## config.mk

```make
export PLATFORM = sky130hd
export DESIGN_NAME = multicycle_ctrl
export DESIGN_NICKNAME = d
export VERILOG_FILES = /design/src/rtl/ctrl_pkg.sv /design/src/rtl/instr_class_dec.sv /design/src/rtl/multicycle_ctrl.sv
export SDC_FILE = /design/constraint.sdc
export NUM_CORES = 1
export LEC_CHECK = 0
export ABC_CLOCK_PERIOD_IN_PS = 1850
export CAP_MARGIN = 10
export CORE_UTILIZATION = 33
export CTS_CLUSTER_DIAMETER = 50
export DETAILED_ROUTE_END_ITERATION = 8
export GPL_TIMING_DRIVEN = 0
export PLACE_DENSITY_LB_ADDON = 0.05
export SYNTH_ARGS = -nofsm -noshare
export SYNTH_HDL_FRONTEND = slang
export SYNTH_HIERARCHICAL = 1
export SYNTH_SLANG_ARGS = --single-unit
```

## constraint.sdc

```tcl
create_clock -name clk -period 1.85 [get_ports clk]
set_input_delay 0.185 -clock clk [delete_from_list [all_inputs] [get_ports clk]]
set_output_delay 0.185 -clock clk [all_outputs]
set_load 0.01 [all_outputs]
```

## src/rtl/ctrl_pkg.sv

```systemverilog
// Shared encodings for the multi-cycle RV32I control unit: FSM states,
// instruction fields, instruction classes and datapath select codes.
package ctrl_pkg;

    typedef enum logic [3:0] {
        S_RESET, S_FETCH, S_DECODE, S_EXEC_R, S_EXEC_I, S_MEM_ADR,
        S_MEM_RD, S_MEM_WR, S_MEM_WB, S_ALU_WB, S_BRANCH, S_TRAP
    } state_t;

    typedef enum logic [2:0] {
        C_ADD, C_SUB, C_ADDI, C_LW, C_SW, C_BEQ, C_BNE, C_ILL
    } iclass_t;

    localparam logic [6:0] OP_R      = 7'b0110011;
    localparam logic [6:0] OP_IMM    = 7'b0010011;
    localparam logic [6:0] OP_LOAD   = 7'b0000011;
    localparam logic [6:0] OP_STORE  = 7'b0100011;
    localparam logic [6:0] OP_BRANCH = 7'b1100011;

    localparam logic [2:0] F3_ADD = 3'b000;
    localparam logic [2:0] F3_W   = 3'b010;
    localparam logic [2:0] F3_BEQ = 3'b000;
    localparam logic [2:0] F3_BNE = 3'b001;

    localparam logic [6:0] F7_ADD = 7'b0000000;
    localparam logic [6:0] F7_SUB = 7'b0100000;

    // ALU opcodes, also decoded by the ALU
    localparam logic [2:0] ALU_ADD = 3'b000;
    localparam logic [2:0] ALU_SUB = 3'b001;

    localparam logic [1:0] SRCA_PC    = 2'b00;
    localparam logic [1:0] SRCA_OLDPC = 2'b01;
    localparam logic [1:0] SRCA_RS1   = 2'b10;

    localparam logic [1:0] SRCB_RS2  = 2'b00;
    localparam logic [1:0] SRCB_IMM  = 2'b01;
    localparam logic [1:0] SRCB_FOUR = 2'b10;

    localparam logic [1:0] IMM_I = 2'b00;
    localparam logic [1:0] IMM_S = 2'b01;
    localparam logic [1:0] IMM_B = 2'b10;

    localparam logic [1:0] RES_ALUOUT = 2'b00;
    localparam logic [1:0] RES_MEM    = 2'b01;
    localparam logic [1:0] RES_ALU    = 2'b10;

endpackage

```

## src/rtl/instr_class_dec.sv

```systemverilog
// Combinational instruction classifier: opcode/funct3/funct7 to a class
// enum; anything outside the supported subset maps to C_ILL.
module instr_class_dec
    import ctrl_pkg::*;
(
    input  logic [6:0] opcode,
    input  logic [2:0] funct3,
    input  logic [6:0] funct7,
    output iclass_t    cls,
    output logic       illegal
);

    always_comb begin
        cls = C_ILL;
        unique case (opcode)
            OP_R: begin
                if (funct3 == F3_ADD && funct7 == F7_ADD)      cls = C_ADD;
                else if (funct3 == F3_ADD && funct7 == F7_SUB) cls = C_SUB;
            end
            OP_IMM:    if (funct3 == F3_ADD) cls = C_ADDI;
            OP_LOAD:   if (funct3 == F3_W)   cls = C_LW;
            OP_STORE:  if (funct3 == F3_W)   cls = C_SW;
            OP_BRANCH: begin
                if (funct3 == F3_BEQ)      cls = C_BEQ;
                else if (funct3 == F3_BNE) cls = C_BNE;
            end
            default: cls = C_ILL;
        endcase
    end

    assign illegal = (cls == C_ILL);

endmodule

```

## src/rtl/multicycle_ctrl.sv

```systemverilog
// Multi-cycle RV32I control FSM: sequences fetch/decode/execute/memory/
// writeback and drives the ALU opcode, datapath selects and strobes.
module multicycle_ctrl
    import ctrl_pkg::*;
#(
    parameter int XLEN = 32
) (
    input  logic            clk,
    input  logic            rst,
    input  logic [XLEN-1:0] instr,
    input  logic            mem_ready,
    input  logic            EQ,
    output logic [2:0]      ALUctrl,
    output logic [1:0]      ALUsrcA,
    output logic [1:0]      ALUsrcB,
    output logic [1:0]      ImmSrc,
    output logic [1:0]      ResultSrc,
    output logic            AdrSrc,
    output logic            mem_req,
    output logic            mem_we,
    output logic            IRWrite,
    output logic            PCWrite,
    output logic            RegWrite,
    output logic            illegal
);

    state_t  state, next;
    iclass_t cls;
    logic    dec_illegal;

    instr_class_dec u_dec (
        .opcode  (instr[6:0]),
        .funct3  (instr[14:12]),
        .funct7  (instr[31:25]),
        .cls     (cls),
        .illegal (dec_illegal)
    );

    // Register/immediate fields belong to the datapath, not the controller
    logic unused_bits;
    assign unused_bits = ^{instr[24:15], instr[11:7], dec_illegal};

    always_ff @(posedge clk or posedge rst) begin
        if (rst) state <= S_RESET;
        else     state <= next;
    end

    always_comb begin
        next = state;
        unique case (state)
            S_RESET:  next = S_FETCH;
            S_FETCH:  if (mem_ready) next = S_DECODE;
            S_DECODE: begin
                unique case (cls)
                    C_ADD, C_SUB: next = S_EXEC_R;
                    C_ADDI:       next = S_EXEC_I;
                    C_LW, C_SW:   next = S_MEM_ADR;
                    C_BEQ, C_BNE: next = S_BRANCH;
                    default:      next = S_TRAP;
                endcase
            end
            S_EXEC_R:  next = S_ALU_WB;
            S_EXEC_I:  next = S_ALU_WB;
            S_MEM_ADR: next = (cls == C_SW) ? S_MEM_WR : S_MEM_RD;
            S_MEM_RD:  if (mem_ready) next = S_MEM_WB;
            S_MEM_WR:  if (mem_ready) next = S_FETCH;
            S_MEM_WB:  next = S_FETCH;
            S_ALU_WB:  next = S_FETCH;
            S_BRANCH:  next = S_FETCH;
            S_TRAP:    next = S_TRAP;
            default:   next = S_RESET;
        endcase
    end

    // Moore decode, plus the FETCH strobes gated by mem_ready and the
    // branch PC load gated by EQ
    always_comb begin
        ALUctrl   = ALU_ADD;
        ALUsrcA   = SRCA_PC;
        ALUsrcB   = SRCB_RS2;
        ImmSrc    = IMM_I;
        ResultSrc = RES_ALUOUT;
        AdrSrc    = 1'b0;
        mem_req   = 1'b0;
        mem_we    = 1'b0;
        IRWrite   = 1'b0;
        PCWrite   = 1'b0;
        RegWrite  = 1'b0;
        illegal   = 1'b0;
        unique case (state)
            S_FETCH: begin
                mem_req   = 1'b1;
                ALUsrcB   = SRCB_FOUR;
                ResultSrc = RES_ALU;
                IRWrite   = mem_ready;
                PCWrite   = mem_ready;
            end
            S_DECODE: begin
                ALUsrcA = SRCA_OLDPC;
                ALUsrcB = SRCB_IMM;
                ImmSrc  = IMM_B;
            end
            S_EXEC_R: begin
                ALUsrcA = SRCA_RS1;
                ALUctrl = (cls == C_SUB) ? ALU_SUB : ALU_ADD;
            end
            S_EXEC_I: begin
                ALUsrcA = SRCA_RS1;
                ALUsrcB = SRCB_IMM;
            end
            S_MEM_ADR: begin
                ALUsrcA = SRCA_RS1;
                ALUsrcB = SRCB_IMM;
                ImmSrc  = (cls == C_SW) ? IMM_S : IMM_I;
            end
            S_MEM_RD: begin
                mem_req = 1'b1;
                AdrSrc  = 1'b1;
            end
            S_MEM_WR: begin
                mem_req = 1'b1;
                mem_we  = 1'b1;
                AdrSrc  = 1'b1;
            end
            S_MEM_WB: begin
                ResultSrc = RES_MEM;
                RegWrite  = 1'b1;
            end
            S_ALU_WB: RegWrite = 1'b1;
            S_BRANCH: begin
                ALUsrcA = SRCA_RS1;
                ALUctrl = ALU_SUB;
                PCWrite = (cls == C_BEQ && EQ) || (cls == C_BNE && !EQ);
            end
            S_TRAP:  illegal = 1'b1;
            default: ;
        endcase
    end

endmodule

```

==> results of run 1 <==
[metal layers]
| layer | GRT usage (%) | wire (um) | share of wire [%] | up-vias |
|---|---|---|---|---|
| met5 | 0 | 0 | 0 | - |
| met4 | 2.78 | 0 | 0 | 0 |
| met3 | 0.377 | 137 | 6.1 | 0 |
| met2 | 32.9 | 1080 | 48 | 33 |
| met1 | 26.8 | 1050 | 46 | 426 |
| li1 | - | - | - | 450 |
[critical path, stage by stage]
cell     delay [ns]
buf_6          0.10
nor4_4         0.37
a32o_1         0.21
nand4_1        0.20
buf_4          0.22
nor3b_2        0.19
buf_4          0.14
or4_4          0.11
a21oi_2        0.04
or3_1          0.34
[placed cells by master (no fill, tap or decap), types with 2 or more instances in the layout]
cell              n
buf_4            14
dlygate4sd2_1    11
nor2_1            9
buf_2             8
nor3_1            6
inv_1             6
clkdlybuf4s50_1   6
nor2b_4           4
dlymetal6s2s_1    4
nand2_1           3
nand2b_1          3
nand3b_1          3
clkbuf_4          3
buf_6             3
clkdlybuf4s15_1   3
nor2_2            3
a211oi_1          2
a21oi_1           2
and3_1            2
nand2b_4          2
o211ai_1          2
a31oi_1           2
mux2i_1           2
and4bb_2          2
conb_1            2
clkdlybuf4s15_2   2
dfrtp_2           2
dfrtp_1           2
nand2_2           2
[path summary, 6_finish.rpt]
kind / startpoint / to / slack [ns] / cells past startpoint
setup / recovery: instr[26] / state[1] / -0.17 / 10
min in group clk: instr[6] / state[3] / 0.71 / 6
max in group asynchronous: rst / state[0] / 1.55 / 2
hold reg to reg: state[3] / state[1] / 0.74 / 2
setup reg to reg: state[2] / state[0] / 0.49 / 6
hold / removal: rst / state[2] / 0.14 / 2
[power groups by stage]
stage               logic, mW  registers [mW]  clock network [mW]
finish                  0.723           0.182              0.0997
global placement        0.688           0.162                   0
detailed placement      0.695           0.162                   0
CTS                     0.701           0.171               0.105
global route            0.788           0.184               0.107
floorplan               0.390           0.148                   0
[repair_timing]
action,in CTS,in global routing
resized for setup,85,19
setup endpoints to repair,18,11
pin swaps,17,7
setup buffers,7,3
[cell type report]
| type | count | area (um2) |
|---|---|---|
| fill | 177 | 688 |
| multi-input combinational | 80 | 634 |
| clock buffer | 3 | 22.5 |
| inverter | 6 | 22.5 |
| buffer | 8 | 52.6 |
| sequential | 4 | 103 |
| tap | 27 | 33.8 |
| timing repair buffer | 45 | 405 |
==> results.py, run 1 <==
metrics = {
    "pwr": {
        "seqPwrFrac_pct": 18.1,
        "power_density_nw_per_um2": 789,
        "swShare_pct": 44.1,
        "vdd_drop_max_v": 0.000888,
        "p_switching_uw": 443,
        "power_mw": 1.00,
        "p_leak_nw": 0.665,
        "pwr-share-clk_pct": 9.9,
        "combPwrFrac_pct": 72.0,
        "p_int_uw": 562,
    },
    "worst_hold_path": {
        "hp-class": "in -> async",
    },
    "yosys": {
        "syn_avg_cell_area_um2": 7.06,
        "syn_inst": 97,
        "mappedNetlistArea_um2": 684,
        "synth-warning-count": 6,
    },
    "clock_tree": {
        "clk_pin_slew_ns": 0.03,
        "clk_latency_ns": 0.22,
        "cts_hold_buf": 0,
        "clock-sinks": 4,
        "cts_buffer_depth": 2,
        "cts_tree": "built",
        "cts_made_buffers": 3,
        "clockRootBuffer": "clkbuf_4",
        "htree_levels": 1,
    },
    "layout": {
        "regMostFlops": "state",
        "antenna_cells": 0,
        "final_area_um2": 1270,
        "largest_reg_flops": 4,
        "top_regs": "state (4)",
        "nets": 184,
        "final_layout_size_suffix_gt1_share_pct": 39.0,
        "fin_cells": 173,
        "postLayoutCoreUtil_pct": 64.9,
        "area_delta_synth_final_pct": 86.1,
    },
    "floorplanning": {
        "die_area_um2": 2260,
        "io_pins": 54,
        "rows": 16,
        "dieHeight_um": 47.5,
        "die_x_um": 47.5,
        "fp.coreArea_um2": 1960,
        "start_util_pct": 34.9,
    },
    "placement": {
        "routabilityCongestion": 0.808,
        "placed_cells": 160,
        "place_area_um2": 1070,
        "preCtsSetupSlack_ns": -1.03,
        "post-dp-hpwl_mm": 1.46,
        "port_buffers": 35,
    },
    "sta": {
        "finalSetupTns_ns": -0.784,
        "final-setup-viol-count": 7,
        "holdWs_ns": 0.137,
        "maxSlewViolCount": 0,
        "finalHoldViolations": 0,
        "fin_crit_sh_pct": 109,
        "worst_slack_ns": -0.169,
        "rsz0062_at_grt": "yes",
        "fin_worst_skew_ns": 0.000997,
        "max_clock_freq_mhz": 495,
        "post-route-min-period_ns": 2.02,
    },
    "global_route": {
        "antenna_found_initial": 0,
        "grt_pass1_wl_mm": 3.13,
        "grt_max_degree": 11,
        "first_global_vias": 745,
        "grt_usage_pct": 18.9,
        "grt_overflow": 0,
    },
    "flow_run": {
        "cap_violations": 0,
    },
    "detailed_routing": {
        "drt-vias-per-instance": 5.25,
        "drt-wirelength-per-cell_um": 13.1,
        "vias": 909,
        "first_pass_iters": 4,
        "drc": 0,
        "first_iter_violations": 10,
        "antenna_left": 0,
        "wl_mm": 2.26,
    },
    "worst_setup_path": {
        "critical_path_arrival_ns": 2.12,
        "crit_fanout": 4,
        "worstSetupEndpointType": "register",
        "start_kind": "input pin",
        "crit_required_ns": 1.95,
        "worstSetupPathType": "in -> reg",
    },
    "run_status": {
        "violations": "setup timing",
        "outcome": "complete, but fails checks",
    },
}
Power figures use the tool's default switching activity.
==> run 2: changes to the inputs <==
--- a/config.mk
+++ b/config.mk
@@ -7,9 +7,10 @@
 export LEC_CHECK = 0
 export ABC_CLOCK_PERIOD_IN_PS = 1850
 export CAP_MARGIN = 10
-export CORE_UTILIZATION = 33
+export CORE_UTILIZATION = 45
 export CTS_CLUSTER_DIAMETER = 50
 export DETAILED_ROUTE_END_ITERATION = 8
+export DONT_BUFFER_PORTS = 1
 export GPL_TIMING_DRIVEN = 0
 export PLACE_DENSITY_LB_ADDON = 0.05
 export SYNTH_ARGS = -nofsm -noshare
==> run 2 against run 1 <==
The flow now finishes without violations. Register-to-register slack barely moved. Hold slack improved by 0.026 ns. First-iteration DRC count rose by 130%. Final area fell by 37%. Count of clock-buffer cells in the layout did not move. Total power fell by 26%. Setup slack improved by 0.27 ns. Core utilization fell by 5.2 points. Critical path type unchanged. Largest cell class unchanged. Highest routed layer unchanged. Sequential power fell by 9%. Sequential share of layout area rose by 4.4 points. Flip-flop and latch count did not move.
==> results.py, run 2 (same netlist as run 1, synthesis figures left out) <==
metrics = {
    "worst_hold_path": {
        "hold_depth": 2,
        "hp-class": "in -> reg",
    },
    "floorplanning": {
        "die_area_um2": 1680,
        "fp.coreArea_um2": 1350,
        "rows": 13,
        "die_x_um": 41,
        "io_pins": 54,
        "dieHeight_um": 41,
        "start_util_pct": 50.7,
    },
    "pwr": {
        "p_leak_nw": 0.366,
        "vdd_drop_max_v": 0.000378,
        "p_int_uw": 373,
        "pwr-share-clk_pct": 14.5,
        "power_density_nw_per_um2": 928,
        "combPwrFrac_pct": 63.3,
        "swShare_pct": 50.1,
        "p_switching_uw": 375,
        "seqPwrFrac_pct": 22.2,
    },
    "sta": {
        "finalHoldViolations": 0,
        "fin_worst_skew_ns": 0.00557,
        "finalSetupTns_ns": 0,
        "max_clock_freq_mhz": 571,
        "post-route-min-period_ns": 1.75,
        "maxSlewViolCount": 0,
        "fin_crit_sh_pct": 94.7,
        "rsz0062_at_grt": "yes",
        "holdWs_ns": 0.163,
        "final-setup-viol-count": 0,
    },
    "placement": {
        "post-dp-hpwl_mm": 1.28,
        "routabilityCongestion": 0.759,
        "port_buffers": 0,
    },
    "run_status": {
        "outcome": "complete, no violations",
    },
    "flow_run": {
        "cap_violations": 0,
    },
    "layout": {
        "regMostFlops": "state",
        "largest_reg_flops": 4,
        "mostFrequentLayoutCells": "nor2_1, nor3_1, inv_1, buf_4, nand2_1",
        "antenna_cells": 0,
        "final_layout_size_suffix_gt1_share_pct": 23.6,
        "postLayoutCoreUtil_pct": 59.7,
        "final_common_cell": "nor2_1",
        "nets": 144,
        "top_regs": "state (4)",
        "area_delta_synth_final_pct": 17.7,
    },
    "clock_tree": {
        "cts_made_buffers": 3,
        "cts_buffer_depth": 2,
        "clockRootBuffer": "clkbuf_4",
        "clk_pin_slew_ns": 0.04,
        "cts_tree": "built",
        "clk_latency_ns": 0.24,
        "clock-sinks": 4,
        "htree_levels": 1,
    },
    "worst_setup_path": {
        "cp_cell_sequence": "buf_2, nor3b_1, a32o_1, nand4_1, buf_4, and2b_1, or4_1, a21oi_1, or3_1",
        "crit_required_ns": 2.03,
        "crit_fanout": 8,
        "slowest_delay_ns": 0.40,
        "cp_num_cells": 9,
        "cp_top_family": "simple AND/OR/NAND/NOR gates",
        "r2r_setup_slack_ns": 0.48,
        "start_kind": "input pin",
        "cp_slowest_cell": "or4_1",
        "ff2ff_path_depth": 5,
        "path_buf_inv": 2,
        "worstSetupEndpointType": "register",
        "worstSetupPathType": "in -> reg",
        "critical_path_arrival_ns": 1.93,
    },
    "global_route": {
        "antenna_found_initial": 0,
        "grt_max_degree": 11,
        "grt_pass1_wl_mm": 2.49,
        "grt_overflow": 0,
        "first_global_vias": 596,
        "grt_usage_pct": 22.8,
    },
    "detailed_routing": {
        "drt-wirelength-per-cell_um": 13.7,
        "routed.top_layer": "met3",
        "antenna_left": 0,
        "drt-vias-per-instance": 6.02,
        "first_pass_iters": 4,
        "wl_met2_um": 898,
        "wl_met3_um": 104,
        "drc": 0,
        "m1WireLength_um": 658,
        "vias": 729,
        "first_iter_violations": 23,
        "wl_mm": 1.66,
    },
}
[run 2: layer usage]
metal  global-route usage (%)  vias up
met5                        0        -
met3                     7.61        0
met2                     41.8       23
met1                     24.8      340
li1                         -      366
met4                     5.00        0
[run 2: worst reg2reg max path, stage by stage, from the launching register on]
cell and delay, ns:
dfrtp_1 0.31, buf_2 0.19, buf_1 0.35, a21oi_1 0.11, nor2_1 0.10, o221ai_1 0.15
[run 2: final timing paths]
check,to,start
max in group asynchronous,state[3],rst
worst max-delay path,state[1],instr[6]
worst max register to register,state[0],state[2]
worst min-delay path,state[2],mem_ready
worst min register to register,state[2],state[3]
min in group asynchronous,state[2],rst
[run 2: power by group through the flow]
stage               logic [mW]  registers [mW]  clock network, mW
floorplan                0.390           0.148                  0
global placement         0.450           0.169                  0
detailed placement       0.454           0.165                  0
CTS                      0.467           0.165              0.112
global route             0.534           0.170              0.118
finish                   0.473           0.166              0.109
[run 2: area by class of cell]
type	count	area (um2)
multi-input cells	80	559
fillers	140	544
flip-flops and latches	4	100
plain buffers	8	42.5
repair buffers	5	40.0
clock buffers	3	22.5
inverters	6	22.5
well taps	15	18.8
[run 2: what timing repair did]
action | CTS | global route
resized for setup | 1 | 6
setup endpoints to repair | 1 | 6
hold buffers | 1 | 0
endpoints found under the hold margin | 4 | 0
buffers inserted | 0 | 4
pin swaps | 0 | 3
[run 2: per-stage QoR]
step,instance area [um2],total power [mW],instances,setup slack [ns]
after floorplan,688,0.538,98,0.0681
after global placement,707,0.619,113,-0.138
after detailed placement,707,0.619,113,-0.112
after CTS,747,0.744,117,0.0185
after global routing,806,0.823,121,-0.0317
final,806,0.748,121,0.0974
